### src/rtl/alu_6502_wide.sv
// Registered WIDTH-bit 6502-style ALU: single-cycle add/sub/shift/logic with a
// nibble-serial (optionally decimal) carry chain, plus iterative unsigned MUL and DIV.
module alu_6502_wide #(
   parameter int WIDTH = 8
) (
   input  logic             clk,
   input  logic             rst,
   input  logic             RDY,
   input  logic             start,
   input  logic [3:0]       op,
   input  logic             right,
   input  logic [WIDTH-1:0] AI,
   input  logic [WIDTH-1:0] BI,
   input  logic             CI,
   input  logic             BCD,
   output logic [WIDTH-1:0] OUT,
   output logic [WIDTH-1:0] HI,
   output logic             CO,
   output logic             HC,
   output logic             N,
   output logic             V,
   output logic             Z,
   output logic             busy,
   output logic             done
);

   localparam int NIB = WIDTH / 4;
   localparam int CW  = $clog2(WIDTH + 1);

   typedef enum logic {S_IDLE, S_ITER} state_t;

   state_t           state_reg;
   logic [CW-1:0]    count_reg;
   logic             md_div_reg;
   logic [WIDTH-1:0] md_b_reg;
   logic [WIDTH-1:0] md_hi_reg;
   logic [WIDTH-1:0] md_lo_reg;
   logic [WIDTH-1:0] out_reg;
   logic [WIDTH-1:0] hi_reg;
   logic             co_reg;
   logic             hc_reg;
   logic             n_reg;
   logic             a_msb_reg;
   logic             b_msb_reg;
   logic             busy_reg;
   logic             done_reg;

   logic [3:0]       op_eff;
   logic             is_mul;
   logic             is_div;
   logic [WIDTH:0]   logic_res;
   logic [WIDTH-1:0] b_opnd;
   logic             cin;
   logic [NIB:0]     carry;
   logic [NIB-1:0][4:0] nsum;
   logic [WIDTH-1:0] sum_bin;

   always_comb begin
      case (op)
         4'b0000, 4'b0001, 4'b0011, 4'b0111, 4'b1011,
         4'b1100, 4'b1101, 4'b1110, 4'b1111: op_eff = op;
         default:                             op_eff = 4'b1111;
      endcase
   end

   assign is_mul = (op_eff == 4'b0000);
   assign is_div = (op_eff == 4'b0001);

   always_comb begin
      logic_res = '0;
      case (op_eff[1:0])
         2'b00:   logic_res = {1'b0, AI | BI};
         2'b01:   logic_res = {1'b0, AI & BI};
         2'b10:   logic_res = {1'b0, AI ^ BI};
         default: logic_res = {1'b0, AI};
      endcase
      // The bit shifted out lands above the datapath so the adder carries it into CO.
      if (right)
         logic_res = {AI[0], CI, AI[WIDTH-1:1]};
   end

   always_comb begin
      case (op_eff[3:2])
         2'b00:   b_opnd = BI;
         2'b01:   b_opnd = ~BI;
         2'b10:   b_opnd = logic_res[WIDTH-1:0];
         default: b_opnd = '0;
      endcase
   end

   assign cin      = (right || op_eff[3:2] == 2'b11) ? 1'b0 : CI;
   assign carry[0] = cin;

   for (genvar gi = 0; gi < NIB; gi++) begin : g_nib
      logic ext;
      if (gi == NIB - 1) begin : g_top
         assign ext = logic_res[WIDTH];
      end else begin : g_low
         assign ext = 1'b0;
      end
      assign nsum[gi] = {ext, logic_res[4*gi +: 4]} + {1'b0, b_opnd[4*gi +: 4]} + {4'b0, carry[gi]};
      assign carry[gi+1] = nsum[gi][4] | (BCD & (nsum[gi][3:1] >= 3'd5));
      assign sum_bin[4*gi +: 4] = nsum[gi][3:0];
   end

   // One shift-add multiply step and one restoring divide step.
   logic             mul_c;
   logic [WIDTH-1:0] mul_sum;
   logic [WIDTH-1:0] mul_hi_next;
   logic [WIDTH-1:0] mul_lo_next;
   logic [WIDTH:0]   rem_sh;
   logic [WIDTH:0]   diff;
   logic             ge;
   logic [WIDTH-1:0] div_hi_next;
   logic [WIDTH-1:0] div_lo_next;
   logic             fin_co;
   logic             fin_n;

   assign {mul_c, mul_sum} = {1'b0, md_hi_reg} + (md_lo_reg[0] ? {1'b0, md_b_reg} : '0);
   assign mul_hi_next      = {mul_c, mul_sum[WIDTH-1:1]};
   assign mul_lo_next      = {mul_sum[0], md_lo_reg[WIDTH-1:1]};

   assign rem_sh      = {md_hi_reg, md_lo_reg[WIDTH-1]};
   assign diff        = rem_sh - {1'b0, md_b_reg};
   assign ge          = ~diff[WIDTH];
   assign div_hi_next = ge ? diff[WIDTH-1:0] : rem_sh[WIDTH-1:0];
   assign div_lo_next = {md_lo_reg[WIDTH-2:0], ge};

   assign fin_co = md_div_reg ? 1'b0 : |md_hi_reg;
   assign fin_n  = md_lo_reg[WIDTH-1];

   always_ff @(posedge clk) begin
      if (rst) begin
         state_reg  <= S_IDLE;
         count_reg  <= '0;
         md_div_reg <= 1'b0;
         md_b_reg   <= '0;
         md_hi_reg  <= '0;
         md_lo_reg  <= '0;
         out_reg    <= '0;
         hi_reg     <= '0;
         co_reg     <= 1'b0;
         hc_reg     <= 1'b0;
         n_reg      <= 1'b0;
         a_msb_reg  <= 1'b0;
         b_msb_reg  <= 1'b0;
         busy_reg   <= 1'b0;
         done_reg   <= 1'b0;
      end else if (RDY) begin
         done_reg <= 1'b0;
         case (state_reg)
            S_IDLE: begin
               if (start) begin
                  if ((is_mul || is_div) && BI != '0) begin
                     md_div_reg <= is_div;
                     md_b_reg   <= BI;
                     md_hi_reg  <= '0;
                     md_lo_reg  <= AI;
                     count_reg  <= '0;
                     busy_reg   <= 1'b1;
                     state_reg  <= S_ITER;
                  end else if (is_div) begin
                     out_reg   <= '1;
                     hi_reg    <= AI;
                     co_reg    <= 1'b1;
                     hc_reg    <= 1'b0;
                     n_reg     <= 1'b1;
                     a_msb_reg <= 1'b0;
                     b_msb_reg <= 1'b0;
                     done_reg  <= 1'b1;
                  end else if (is_mul) begin
                     out_reg   <= '0;
                     hi_reg    <= '0;
                     co_reg    <= 1'b0;
                     hc_reg    <= 1'b0;
                     n_reg     <= 1'b0;
                     a_msb_reg <= 1'b0;
                     b_msb_reg <= 1'b0;
                     done_reg  <= 1'b1;
                  end else begin
                     out_reg   <= sum_bin;
                     hi_reg    <= '0;
                     co_reg    <= carry[NIB];
                     hc_reg    <= carry[1];
                     n_reg     <= sum_bin[WIDTH-1];
                     a_msb_reg <= AI[WIDTH-1];
                     b_msb_reg <= b_opnd[WIDTH-1];
                     done_reg  <= 1'b1;
                  end
               end
            end
            default: begin
               if (count_reg == CW'(WIDTH)) begin
                  // a_msb absorbs CO^N so that V reads 0 for MUL/DIV.
                  out_reg   <= md_lo_reg;
                  hi_reg    <= md_hi_reg;
                  co_reg    <= fin_co;
                  hc_reg    <= 1'b0;
                  n_reg     <= fin_n;
                  a_msb_reg <= fin_co ^ fin_n;
                  b_msb_reg <= 1'b0;
                  busy_reg  <= 1'b0;
                  done_reg  <= 1'b1;
                  state_reg <= S_IDLE;
               end else begin
                  md_hi_reg <= md_div_reg ? div_hi_next : mul_hi_next;
                  md_lo_reg <= md_div_reg ? div_lo_next : mul_lo_next;
                  count_reg <= count_reg + 1'b1;
               end
            end
         endcase
      end
   end

   assign OUT  = out_reg;
   assign HI   = hi_reg;
   assign CO   = co_reg;
   assign HC   = hc_reg;
   assign N    = n_reg;
   assign V    = a_msb_reg ^ b_msb_reg ^ co_reg ^ n_reg;
   assign Z    = ~|out_reg;
   assign busy = busy_reg;
   assign done = done_reg;

endmodule
### config.mk
export PLATFORM = sky130hd
export DESIGN_NAME = alu_6502_wide
export DESIGN_NICKNAME = d
export VERILOG_FILES = /design/src/rtl/alu_6502_wide.sv
export SDC_FILE = /design/constraint.sdc
export NUM_CORES = 1
export LEC_CHECK = 0
export ABC_AREA = 1
export ABC_CLOCK_PERIOD_IN_PS = 5000
export CAP_MARGIN = 25
export CORE_MARGIN = 2
export CORE_UTILIZATION = 30
export CTS_BUF_LIST = sky130_fd_sc_hd__clkbuf_4 sky130_fd_sc_hd__clkbuf_8
export DETAILED_ROUTE_END_ITERATION = 12
export PLACE_DENSITY = 0.44
export RECOVER_POWER = 25
export SYNTH_ARGS = -nofsm -noshare
export SYNTH_HDL_FRONTEND = slang
export SYNTH_SLANG_ARGS = --single-unit
### constraint.sdc
create_clock -name clk -period 5 [get_ports clk]
set_input_delay 0.75 -clock clk [delete_from_list [all_inputs] [get_ports clk]]
set_output_delay 0.75 -clock clk [all_outputs]
set_load 0.005 [all_outputs]
==> summary.md <==
| Metric | Value |
|---|---|
| R2r startpoint | `md_lo_reg[7]$_SDFFE_PP0P_` |
| Minimum clock period | `4.65 ns` |
| DP HPWL | `11,300 um` |
| Met1 wire length | `between 7000 and 8000 um` |
| IR drop worst, VDD | `~0.000095 V` |
| Final worst-path cycle share | `0.929` |
| Register area | `0.00104 mm2` |
| Hold path start | `done$_SDFFE_PP0P_` |
| First-pass GRT wire length | `roughly 23,000 um` |
| Critical path launch point type | `primary input` |
| FF+latch count, synth | `52` |
| Hold Path Class | `reg -> reg` |
| Highest metal used | `met4` |
| Distinct cells, synth | `39` |
| Worst Setup End Kind | `flop` |
| Clk_lat worst skew | `~0.32 ns` |
| Sequential element share of the synthesized area | `0.239` |
| Post-synthesis area per instance | `about 6.5 um2` |
| Routed len/inst | `roughly 15 um` |
| Number of synthesized flops with an enable pin | `0` |
| Mapped Cells | `around 670` |
| DR vias | `about 4,600` |
| R2R cell count | `14` |
| Main synth FF type | `dfxtp_1` |
| Post-route insts no fill | `just over 900` |
| DP Cell Count | `between 900 and 1,000` |
| Outcome | `completed` |
| DR DRC count | `0` |
| Number of core rows | `between 40 and 50` |
| Die height | `124 um` |
| Port Buffers | `49` |
| Footprint of the multi-input gates | `0.00293 mm2` |
| # Post-CTS Setup Buffers | `0` |
| Drt first pass iters | `4` |
| Largest net degree at the start of global routing | `32` |
| Final Wtd Congestion | `about 0.87` |
| Commonest non-fill, non-tap cell in the layout | `nand2_1` |
| Initial DRC Count | `between 200 and 300` |
| Final Max Tran Viols | `0` |
| Initial antenna violation count | `0` |
| Worst EP required | `around 5.2 ns` |
| Syn. warnings | `0` |
| Top post-synthesis cells by area | `dfxtp_1, nand2_1, ha_1` |
| Clock root buffer | `clkbuf_8` |
| Critical path peak fanout | `8` |
| Post-Route Setup TNS | `0 ns` |
| Area growth syn-to-layout | `23.8%` |
| Rel. slew slack | `0.357` |
| Metal2 WL | `~6300 um` |
| Leakage | `2.48 nW` |
| Vias in the first global route | `approximately 4,500` |
| Metal3 WL | `between 600 and 700 um` |
| Commonest non-fill, non-tap cells in the layout | `nand2_1, inv_1, a21oi_1` |
| # fillers | `about 1,500` |
| Total Nets Final | `810` |
| Antenna cells | `0` |
| Total grt overflow | `0` |
| Final hold vios | `0` |
| Top Ports | `50` |
| Crit path to | `CO$_SDFFE_PP0P_` |
| Clock Skew | `~0.011 ns` |
| Htree depth | `2` |
| Initial Util | `0.303` |
| Die footprint | `roughly 0.015 mm2` |
| Arrival @ worst endpoint | `4.86 ns` |
| Worst slew pin tran | `~0.96 ns` |
| Max Cap Violations | `0` |
| Placeable Area | `0.0144 mm2` |
| Final WL | `roughly 14,000 um` |
| Clock sinks | `52` |
| Register-to-register setup slack | `roughly 2.3 ns` |
| Yosys top cell by area | `dfxtp_1` |
| Critical R2R Capture | `md_hi_reg[5]$_SDFFE_PP0P_` |
| Die width | `between 100 and 150 um` |
| Clk slew on worst S/H paths | `0.11 ns` |
| All-Layer GR Usage | `0.184` |
| Worst setup path class | `in -> reg` |
| Endpoints failing setup | `0` |
| Synth top area share | `0.239` |
| CTS tree | `built` |
| Synth Cell Area | `0.00436 mm2` |
| ANT nets after route | `0` |
| Via density per instance | `just under 5` |
| Clock buffer depth | `2` |
| Pwr per Cell Area | `207 mW/mm2` |
| Fmax | `around 220 MHz` |
| Unrepaired setup endpoints after global routing | `false` |
| Layout cells sized above 1 | `0.104` |
| CTS Buf Count | `5` |
| Synth async-reset ratio | `0` |
| CP startpoint | `op[2]` |
| Synth Net Count | `740` |
-- where the power goes --
part / switching, W / internal [W]
sequential: 0.0000134 / 0.000432
clock: 0.000161 / 0.000152
combinational: 0.000197 / 0.000162
-- metrics by stage --
step | util | setup slack, ns | hold slack [ns] | instance area (um2) | total power [W]
2_1_floorplan | - | 0.608 | 0.450 | 4360 | 0.000650
3_3_place_gp | 0.364 | -0.119 | 0.455 | 5230 | 0.000806
3_5_place_dp | 0.364 | -0.223 | 0.455 | 5230 | 0.000808
4_1_cts | 0.372 | 0.128 | 0.470 | 5350 | 0.00112
5_1_grt | 0.375 | 0.0115 | 0.512 | 5390 | 0.00119
6_report | 0.375 | 0.355 | 0.465 | 5390 | 0.00112
-- layout make-up --
cell class              instances  share of cell area
repair buffers                 86               0.143
inverters                      81              0.0564
well taps                     184              0.0427
flip-flops and latches         52               0.193
multi-input cells             511               0.544
clock inverters                 3             0.00859
clock buffers                   5              0.0128
-- critical path, stage by stage --
cell and delay (ns):
clkdlybuf4s50_1 0.46, nand2_1 0.12, nand2_1 0.07, inv_2 0.09, nand2_8 0.07, nand3_1 0.09, inv_2 0.04, nand2_1 0.05
o211ai_1 0.08, a21oi_1 0.16, a21oi_2 0.11, nand2_1 0.07, nand2_1 0.07, fa_2 0.39, fa_2 0.55, o211ai_1 0.09
nand2_1 0.10, inv_1 0.06, fa_1 0.40, fa_2 0.56, inv_1 0.04, o21ai_0 0.14, o21ai_0 0.11, nand2_1 0.06
nand2_1 0.05, nand2_1 0.06, a21oi_1 0.05
-- synth_stat cells (3+ instances only) --
| library cell | instances |
|---|---|
| buf_2 | 5 |
| xor2_1 | 8 |
| a211oi_1 | 5 |
| nor3_1 | 3 |
| ha_1 | 40 |
| o211a_1 | 3 |
| or2_2 | 7 |
| fa_1 | 6 |
| o21ai_0 | 67 |
| o211ai_1 | 6 |
| nand4_1 | 9 |
| a21oi_1 | 73 |
| nor2_1 | 51 |
| inv_2 | 5 |
| dfxtp_1 | 52 |
| a22oi_1 | 3 |
| buf_1 | 3 |
| clkbuf_1 | 11 |
| nand2_2 | 3 |
| inv_1 | 75 |
| nor4_1 | 3 |
| nand3_1 | 36 |
| a31oi_1 | 12 |
| nand2_1 | 156 |
| xnor2_1 | 6 |
-- how the worst min path moves through the flow --
stage / end / slack, ns / cells after the start
global route: HI[6]$_SDFFE_PP0P_ / 0.51 / 2
floorplan: md_b_reg[2]$_SDFFE_PP0P_ / 0.45 / 2
finish: done$_SDFFE_PP0P_ / 0.46 / 2
global placement: HC$_SDFFE_PP0P_ / 0.46 / 2
CTS: HC$_SDFFE_PP0P_ / 0.47 / 2
detailed placement: done$_SDFFE_PP0P_ / 0.45 / 2
-- cells by family (layout without fill, tap and decap cells) --
logic type / Yosys count / count (layout) / synth area share
AOI/OAI and AO/OA: 177 / 177 / 0.224
DFF: 52 / 52 / 0.239
adders and majority gates: 46 / 46 / 0.142
buffers and inverters: 104 / 175 / 0.0962
and+or+nand+nor: 274 / 274 / 0.270
xor gates and xnor gates: 14 / 14 / 0.0282
-- per-layer routing --
layer | vias to the layer above | track usage
met5 | - | 0
met4 | 0 | 0.0357
met3 | 10 | 0.0228
met2 | 103 | 0.302
met1 | 2110 | 0.261
li1 | 2355 | -
-- repair_timing --
item,4_1_cts,5_1_grt
hold buffers,0,0
resized for setup,0,11
hold endpoints to repair,0,0
endpoints found under the setup margin,0,3
No activity file was read; power rests on OpenSTA's default activity.
